File: config.mk
export PLATFORM = sky130hd
export DESIGN_NAME = router_out_arbiter
export DESIGN_NICKNAME = d
export VERILOG_FILES = /design/src/rtl/router_out_arbiter.sv
export SDC_FILE = /design/constraint.sdc
export NUM_CORES = 1
export LEC_CHECK = 0
export ABC_AREA = 1
export CORE_MARGIN = 2
export CORE_UTILIZATION = 56
export DETAILED_ROUTE_END_ITERATION = 8
export PLACE_DENSITY = 0.91
export SLEW_MARGIN = 40
export SYNTH_ARGS = -nofsm -noshare
export SYNTH_HDL_FRONTEND = slang
export SYNTH_SLANG_ARGS = --single-unit
File: constraint.sdc
create_clock -name clock -period 3.8 [get_ports clock]
set_input_delay 0.76 -clock clock [delete_from_list [all_inputs] [get_ports clock]]
set_output_delay 0.76 -clock clock [all_outputs]
set_load 0.02 [all_outputs]
File: src/rtl/router_out_arbiter.sv
// rtl/router_out_arbiter.sv - packet round-robin drain of three router FIFOs onto one back-pressured byte channel
module router_out_arbiter #(
  parameter int TIMEOUT_EN = 1
) (
  input  logic       clock,
  input  logic       reset,
  input  logic       vld_0,
  input  logic       vld_1,
  input  logic       vld_2,
  input  logic [7:0] data_0,
  input  logic [7:0] data_1,
  input  logic [7:0] data_2,
  input  logic       soft_reset_0,
  input  logic       soft_reset_1,
  input  logic       soft_reset_2,
  output logic       read_enb_0,
  output logic       read_enb_1,
  output logic       read_enb_2,
  output logic [7:0] m_data,
  output logic       m_valid,
  input  logic       m_ready,
  output logic [1:0] m_port,
  output logic       m_last,
  output logic       pkt_abort,
  output logic       busy
);

  typedef enum logic [1:0] {IDLE = 2'd0, HDR = 2'd1, BODY = 2'd2} state_t;

  state_t     state_q, state_d;
  logic [1:0] grant_q, grant_d;
  logic [1:0] last_grant_q, last_grant_d;
  logic [6:0] remaining_q, remaining_d;
  logic       inflight_q, inflight_d;
  logic [1:0] infl_port_q, infl_port_d;
  logic       infl_last_q, infl_last_d;
  logic [7:0] buf_data_q [2];
  logic [7:0] buf_data_d [2];
  logic [1:0] buf_port_q [2];
  logic [1:0] buf_port_d [2];
  logic       buf_last_q [2];
  logic       buf_last_d [2];
  logic [1:0] occ_q, occ_d;
  logic       pkt_abort_q, pkt_abort_d;

  logic [2:0] vld_vec, srst_vec;
  logic [1:0] c0, c1, c2, pick, rd_port, occ_pop;
  logic [2:0] need;
  logic [7:0] cap_data;
  logic       pop, permit, abort_now, capture, rd_en, rd_last;

  function automatic logic [1:0] inc3(input logic [1:0] p);
    return (p == 2'd2) ? 2'd0 : p + 2'd1;
  endfunction

  assign vld_vec  = {vld_2, vld_1, vld_0};
  assign srst_vec = {soft_reset_2, soft_reset_1, soft_reset_0};

  assign m_valid   = (occ_q != 2'd0);
  assign m_data    = buf_data_q[0];
  assign m_port    = buf_port_q[0];
  assign m_last    = buf_last_q[0] & m_valid;
  assign pkt_abort = pkt_abort_q;
  assign busy      = (state_q != IDLE);

  assign read_enb_0 = rd_en && (rd_port == 2'd0);
  assign read_enb_1 = rd_en && (rd_port == 2'd1);
  assign read_enb_2 = rd_en && (rd_port == 2'd2);

  // Rotating priority: search starts one past the last granted port.
  always_comb begin
    c0 = inc3(last_grant_q);
    c1 = inc3(c0);
    c2 = inc3(c1);
    if (vld_vec[c0])      pick = c0;
    else if (vld_vec[c1]) pick = c1;
    else                  pick = c2;
  end

  always_comb begin
    case (infl_port_q)
      2'd1:    cap_data = data_1;
      2'd2:    cap_data = data_2;
      default: cap_data = data_0;
    endcase
    pop       = m_valid & m_ready;
    need      = {1'b0, occ_q} + {2'b00, inflight_q} - {2'b00, pop};
    permit    = (need < 3'd2);
    abort_now = (TIMEOUT_EN != 0) && (state_q != IDLE) && srst_vec[grant_q];
  end

  always_comb begin
    state_d      = state_q;
    grant_d      = grant_q;
    last_grant_d = last_grant_q;
    remaining_d  = remaining_q;
    rd_en        = 1'b0;
    rd_port      = grant_q;
    rd_last      = 1'b0;
    pkt_abort_d  = 1'b0;
    case (state_q)
      IDLE: begin
        if ((|vld_vec) && permit) begin
          rd_en        = 1'b1;
          rd_port      = pick;
          grant_d      = pick;
          last_grant_d = pick;
          state_d      = HDR;
        end
      end
      HDR: begin
        if (abort_now) begin
          state_d     = IDLE;
          pkt_abort_d = 1'b1;
        end else begin
          remaining_d = {1'b0, cap_data[7:2]} + 7'd1;
          state_d     = BODY;
        end
      end
      BODY: begin
        if (abort_now) begin
          state_d     = IDLE;
          pkt_abort_d = 1'b1;
        end else if (vld_vec[grant_q] && permit) begin
          rd_en       = 1'b1;
          rd_last     = (remaining_q == 7'd1);
          remaining_d = remaining_q - 7'd1;
          if (remaining_q == 7'd1) state_d = IDLE;
        end
      end
      default: state_d = IDLE;
    endcase
    if (reset) rd_en = 1'b0;
    inflight_d  = rd_en;
    infl_port_d = rd_port;
    infl_last_d = rd_last;
  end

  // Output buffer: pop shifts the head, capture lands behind whatever remains.
  always_comb begin
    buf_data_d = buf_data_q;
    buf_port_d = buf_port_q;
    buf_last_d = buf_last_q;
    capture    = inflight_q & ~abort_now;
    occ_pop    = occ_q - {1'b0, pop};
    if (pop) begin
      buf_data_d[0] = buf_data_q[1];
      buf_port_d[0] = buf_port_q[1];
      buf_last_d[0] = buf_last_q[1];
    end
    if (capture) begin
      if (occ_pop == 2'd0) begin
        buf_data_d[0] = cap_data;
        buf_port_d[0] = infl_port_q;
        buf_last_d[0] = infl_last_q;
      end else begin
        buf_data_d[1] = cap_data;
        buf_port_d[1] = infl_port_q;
        buf_last_d[1] = infl_last_q;
      end
    end
    occ_d = occ_pop + {1'b0, capture};
  end

  always_ff @(posedge clock) begin
    if (reset) begin
      state_q      <= IDLE;
      grant_q      <= 2'd0;
      last_grant_q <= 2'd2;
      remaining_q  <= 7'd0;
      inflight_q   <= 1'b0;
      infl_port_q  <= 2'd0;
      infl_last_q  <= 1'b0;
      buf_data_q   <= '{default: 8'd0};
      buf_port_q   <= '{default: 2'd0};
      buf_last_q   <= '{default: 1'b0};
      occ_q        <= 2'd0;
      pkt_abort_q  <= 1'b0;
    end else begin
      state_q      <= state_d;
      grant_q      <= grant_d;
      last_grant_q <= last_grant_d;
      remaining_q  <= remaining_d;
      inflight_q   <= inflight_d;
      infl_port_q  <= infl_port_d;
      infl_last_q  <= infl_last_d;
      buf_data_q   <= buf_data_d;
      buf_port_q   <= buf_port_d;
      buf_last_q   <= buf_last_d;
      occ_q        <= occ_d;
      pkt_abort_q  <= pkt_abort_d;
    end
  end

endmodule

# After elaboration in Yosys (flattened, before gate mapping)
# Index checks and enable logic that the tools add are counted.
# W data, S select, Z words.
[totals]
n_memories = 0
word_cells = 115
out_inout_bits = 17
input_bits = 33
latch_bits = 0
mem_bits_ro = 0
mem_bits_rw = 0
reg_bits = 40
[classes]
n_bitwise = 8
n_div = 0
n_reduce_logical = 20
n_mux = 44
n_mul = 0
magnitude_cmp = 4
n_addsub = 9
shift = 0
eq_ne = 16
[ops]
columns = ["op", "count"]
rows = [
  ["$mux W2", 16],
  ["$mux W8", 3],
  ["$mux W7", 3],
  ["$mux W16", 1],
  ["$pmux W8 S2", 1],
  ["$pmux W7 S2", 1],
  ["$eq A2 B2 Y1 const B", 6],
  ["$mux W1", 12],
  ["$lt A2 B3 Y1 const B", 3],
  ["$bmux W1 S2", 4],
  ["$ne A2 B2 Y1 const B", 4],
  ["$add A6 B1 Y7 const B", 1],
  ["$eq A7 B1 Y1 const B", 1],
  ["$sub A7 B1 Y7 const B", 1],
  ["$add A2 B1 Y2 const B", 3],
  ["$eq A2 B1 Y1 const B", 3],
  ["$logic_and A1 B1 Y1", 6],
  ["$logic_not A2 Y1", 3],
  ["$ne A3 B3 Y1 const B", 2],
  ["$pmux W2 S3", 1],
  ["$reduce_bool A2 Y1", 3],
  ["$not A1 Y1", 5],
  ["$mux W4", 1],
  ["$reduce_and A2 Y1", 2],
  ["other kinds (12)", 15],
]

# Longest topological paths before layout
[logic_depth]
ltp_word = 12
mapped_depth = 16
ltp_nobuf = 16

# Least setup slack after synthesis
# No wires, ideal clock.
[synth_timing]
kind = "input -> output"
startpoint = "input port m_ready"
endpoint = "output port read_enb_0"
t_arrival_ns = 2.600
path_stages = 11
slack_ns = 0.440
n_path_buf = 0
t_required_ns = 3.040
path_cell_list = "o21a_2 > nand2_4 > o21ai_2 > nand2_1 > fa_1 > nand3_2 > inv_2 > o311ai_1 > nand2_1 > nand2_1 > nor3_1"
[synth_between]
elab_chain_cells = 9
[synth_lines]
columns = ["item", "line", "text"]
rows = [
  ["from (decl)", "21", "input logic m_ready,"],
  ["$and A1 B1 Y1 *", "86", "pop = m_valid & m_ready;"],
  ["$sub A3 B1 Y3 *", "87", "need = {1'b0, occ_q} + {2'b00, inflight_q} - {2'b00, pop};"],
  ["$lt A3 B2 Y1 *", "88", "permit = (need < 3'd2);"],
  ["$logic_and A1 B1 Y1", "124", "end else if (vld_vec[grant_q] && permit) begin"],
  ["$mux W1", "124", ""],
  ["$mux W1", "121", "if (abort_now) begin"],
  ["$pmux W1 S2", "101", "case (state_q)"],
  ["$mux W1", "133", "if (reset) rd_en = 1'b0;"],
  ["$logic_and A1 B1 Y1 *", "66", "assign read_enb_0 = rd_en && (rd_port == 2'd0);"],
  ["to (decl)", "16", "output logic read_enb_0,"],
]
# Every way passes the cells marked *; elsewhere a longest branch is shown, timed or not.

# Final worst setup path
[layout_timing]
startpoint = "input port m_ready"
endpoint = "output port read_enb_2"
[layout_between]
elab_chain_cells = 9
[layout_lines]
columns = ["item", "line", "text"]
rows = [
  ["$and A1 B1 Y1 *", "86", ""],
  ["$sub A3 B1 Y3 *", "87", ""],
  ["$lt A3 B2 Y1 *", "88", ""],
  ["$logic_and A1 B1 Y1", "124", ""],
  ["$mux W1", "124", ""],
  ["$mux W1", "121", ""],
  ["$pmux W1 S2", "101", ""],
  ["$mux W1", "133", ""],
  ["$logic_and A1 B1 Y1 *", "68", "assign read_enb_2 = rd_en && (rd_port == 2'd2);"],
  ["to (decl)", "18", "output logic read_enb_2,"],
]
# Marked as above.

==> results.yml <==
status:
  status: "completed"
timing:
  report.final.slew_viol_count: 0
  rsz0062_at_grt: "false"
  period_needed_ps: 3625
  finalSetupTns_ps: 0
  worst_pin_slew_ps: 369.5
  fmaxAchievable_mhz: 275.8
  post-route-period-util_pct: 95.41
  fin_skew_ps: 13.42
  max_slew_margin_pct: 75.37
  finalHoldViolations: 0
  finalSetupViolCount: 0
critical_path:
  crit_path_top_delay_cell: "fa_1"
  critical_path_class: "primary input to primary output"
  critPathRequiredTime_ps: 3040
  critPathMaxStageDelay_ps: 540
  regToRegEndpoint: "last_grant_q[0]"
  worstReg2RegStart: "occ_q[1]"
  critPathCaptureType: "primary output"
  start_kind: "primary input"
  crit_buf_inv: 3
  rrSetupSlack_ps: 410
  cp_cell_sequence: "dlygate4sd2_1 > o21a_2 > nand2_4 > o21ai_2 > nand2_1 > fa_1 > nand3_2 > inv_2 > o31ai_2 > nor2_2 > nand2_1 > nand2_2 > nand2_1 > nor2_1 > buf_4"
  cp_max_fo: 3
  cp_top_family: "simple AND/OR/NAND/NOR gates"
  r2r_cells: 21
  cp.arrival_ps: 2870
  crit_top_cell: "nand2_1"
place:
  hpwlAfterDp_um: 4837
  port_buffers: 49
  placed_cells: 474
  gp_congestion: 0.8648
power:
  power_density_nw_per_um2: 914.5
  power_w: 0.002978
  p_leak_nw: 1.455
  irDropWorstVdd_v: 0.0005332
layout:
  area.sequential_um2: 800.8
  area_growth_pct: 24.84
  multiInputGateArea_um2: 1479
  insertedDiodeCount: 0
  n_fill_cell: 339
  layout-drive-gt1-share_pct: 14.97
  final-instance-count-excl-fill: 493
  nNetsFinal: 484
synthesis:
  ys_ff_latch: 40
  synth_warnings: 0
  syn_area_per_cell_um2: 6.724
  synth_edf_count: 0
  synth_cell_type_count: 43
  async_flop_share_pct: 0
  syn-num-nets: 432
  synthFlopType: "dfxtp_1"
  synthesis.area_um2: 2609
  syn_inst: 388
  seq_area_frac_synth_pct: 30.70
cts:
  clk_latency_ps: 300
  path_clk_slew_ps: 90
  clockRootBuffer: "clkbuf_8"
  cts_tree: "done"
  hold_buffers: 0
  clock_path_buffers: 2
  htree_levels: 2
  cts_made_buffers: 5
  clock-sinks: 40
floorplanning:
  initial_utilization_pct: 59.10
  rows: 24
  die_y_um: 72.26
  die_w_um: 72.26
  ios: 50
  core_um2: 4414
  dieArea_um2: 5221
grt:
  grt_overflow: 0
  grt_pass1_vias: 2504
  antenna_found_initial: 0
  grt_usage_pct: 26.56
  grt_max_degree: 21
  grt_pass1_wl_um: 10990
drt:
  ant_nets: 0
  vias: 2714
  wire_per_inst_um: 13.95
  dr.pass1.iters: 5
  drt_wl_total_um: 6878
  drc: 0
  via_per_inst: 5.505
  drt_iter0_markers: 166
hold_path:
  min_path_cells: 2
  min_path_type: "flip-flop to flip-flop"
  hold_end: "buf_data_q[6]"
  worstHoldStart: "buf_data_q[6]"
run:
  drv_cap: 0
-- layout by cell type, fill, tap and decap left out, types with 2 or more instances in the layout --
master,synthesis,layout
nand2_4,5,5
nand2_2,1,2
clkdlybuf4s50_1,0,45
inv_1,34,34
xnor2_1,2,2
xor2_1,2,2
o21ai_1,2,2
buf_4,10,23
dfxtp_1,40,40
a21oi_1,34,34
o21ai_2,6,6
nor2_1,34,34
nand4_1,5,5
nand2_1,105,104
nor3_1,3,3
o21ai_0,19,19
or2_1,2,2
nor2_2,4,4
clkbuf_8,0,5
nand3_1,31,31
ha_1,10,10
inv_2,7,7
-- worst register-to-register path, delay by kind of cell (launching register included) --
kind | cells | cell delay, ps
fa+ha+maj | 1 | 540
buf+inv | 11 | 1340
simple gates | 5 | 520
compound gates | 4 | 490
flops | 1 | 460
-- cell usage after synthesis, types with 2 or more instances --
cell / n / share of area (%)
nand2_1: 105 / 15
dfxtp_1: 40 / 31
a21oi_1: 34 / 6.5
inv_1: 34 / 4.9
nor2_1: 34 / 4.9
nand3_1: 31 / 5.9
o21ai_0: 19 / 3.6
buf_4: 10 / 2.9
ha_1: 10 / 4.8
inv_2: 7 / 1.0
o21ai_2: 6 / 2.0
buf_2: 5 / 0.96
nand2_4: 5 / 2.2
nand4_1: 5 / 1.2
nor2_2: 4 / 0.96
buf_6: 3 / 1.3
clkbuf_1: 3 / 0.43
nor3_1: 3 / 0.58
buf_8: 2 / 1.2
o21ai_1: 2 / 0.38
or2_1: 2 / 0.48
xnor2_1: 2 / 0.67
xor2_1: 2 / 0.67
-- where the power goes --
group | switching [W] | internal, W
combinational | 0.00119 | 0.000743
sequential | 0.000113 | 0.000565
clock | 0.000166 | 0.000198
total | 0.00147 | 0.00151
-- metal layers --
metal	up-vias	global-route usage [%]	share of wire [%]
met5	-	0	0
met4	0	9.224	2.2
met3	18	4.028	6.1
met2	114	48.42	51
met1	1249	31.48	40
li1	1333	-	-
-- state kept, by name (all words and copies together), names as in the netlist --
signal / cells
m_port: 2
infl_port_q: 2
last_grant_q: 2
occ_q: 2
m_data: 8
inflight_q: 1
infl_last_q: 1
remaining_q: 7
buf_last_q: 2
buf_port_q: 2
state_q: 2
pkt_abort: 1
buf_data_q: 8
-- through the flow --
stage                     area [um^2]  util (%)  setup WS, ps  hold WS (ps)
after floorplan                  2609         -         440.2         439.0
after global placement           3055     69.22        -352.3         448.0
after detailed placement         3055     69.22        -475.4         460.7
after CTS                        3257     73.78         216.3         475.4
after global routing             3257     73.78         13.37         496.7
final                            3257     73.78         174.5         477.8
-- final cells by class --
type	count	area share, %
clock buffers	5	2.113
clock inverters	3	1.421
inverters	42	4.917
multi-input cells	281	45.41
flip-flops and latches	40	24.59
well taps	52	1.998
repair buffers	70	19.55
-- repair_timing --
| item | CTS | global route |
|---|---|---|
| gates resized for setup | 19 | 0 |
| endpoints found under the setup margin | 3 | 0 |
| buffers inserted | 11 | 0 |
-- logic make-up after synthesis --
family / synth area share, %
AO/OA/AOI/OAI: 14.92
XOR/XNOR: 1.343
adder cells (fa/ha/maj): 5.564
flip-flops: 30.70
buffers and inverters: 13.19
AND/OR/NAND/NOR: 34.29
-- worst max path at each step --
stage,startpoint,endpoint,slack (ps),depth (start not counted)
floorplan,m_ready,read_enb_0,440,11
global placement,m_ready,read_enb_1,-350,15
detailed placement,m_ready,read_enb_2,-480,15
CTS,m_ready,read_enb_1,220,15
global route,m_ready,read_enb_1,10,15
finish,m_ready,read_enb_2,170,15
No activity file was read; power rests on OpenSTA's default activity.
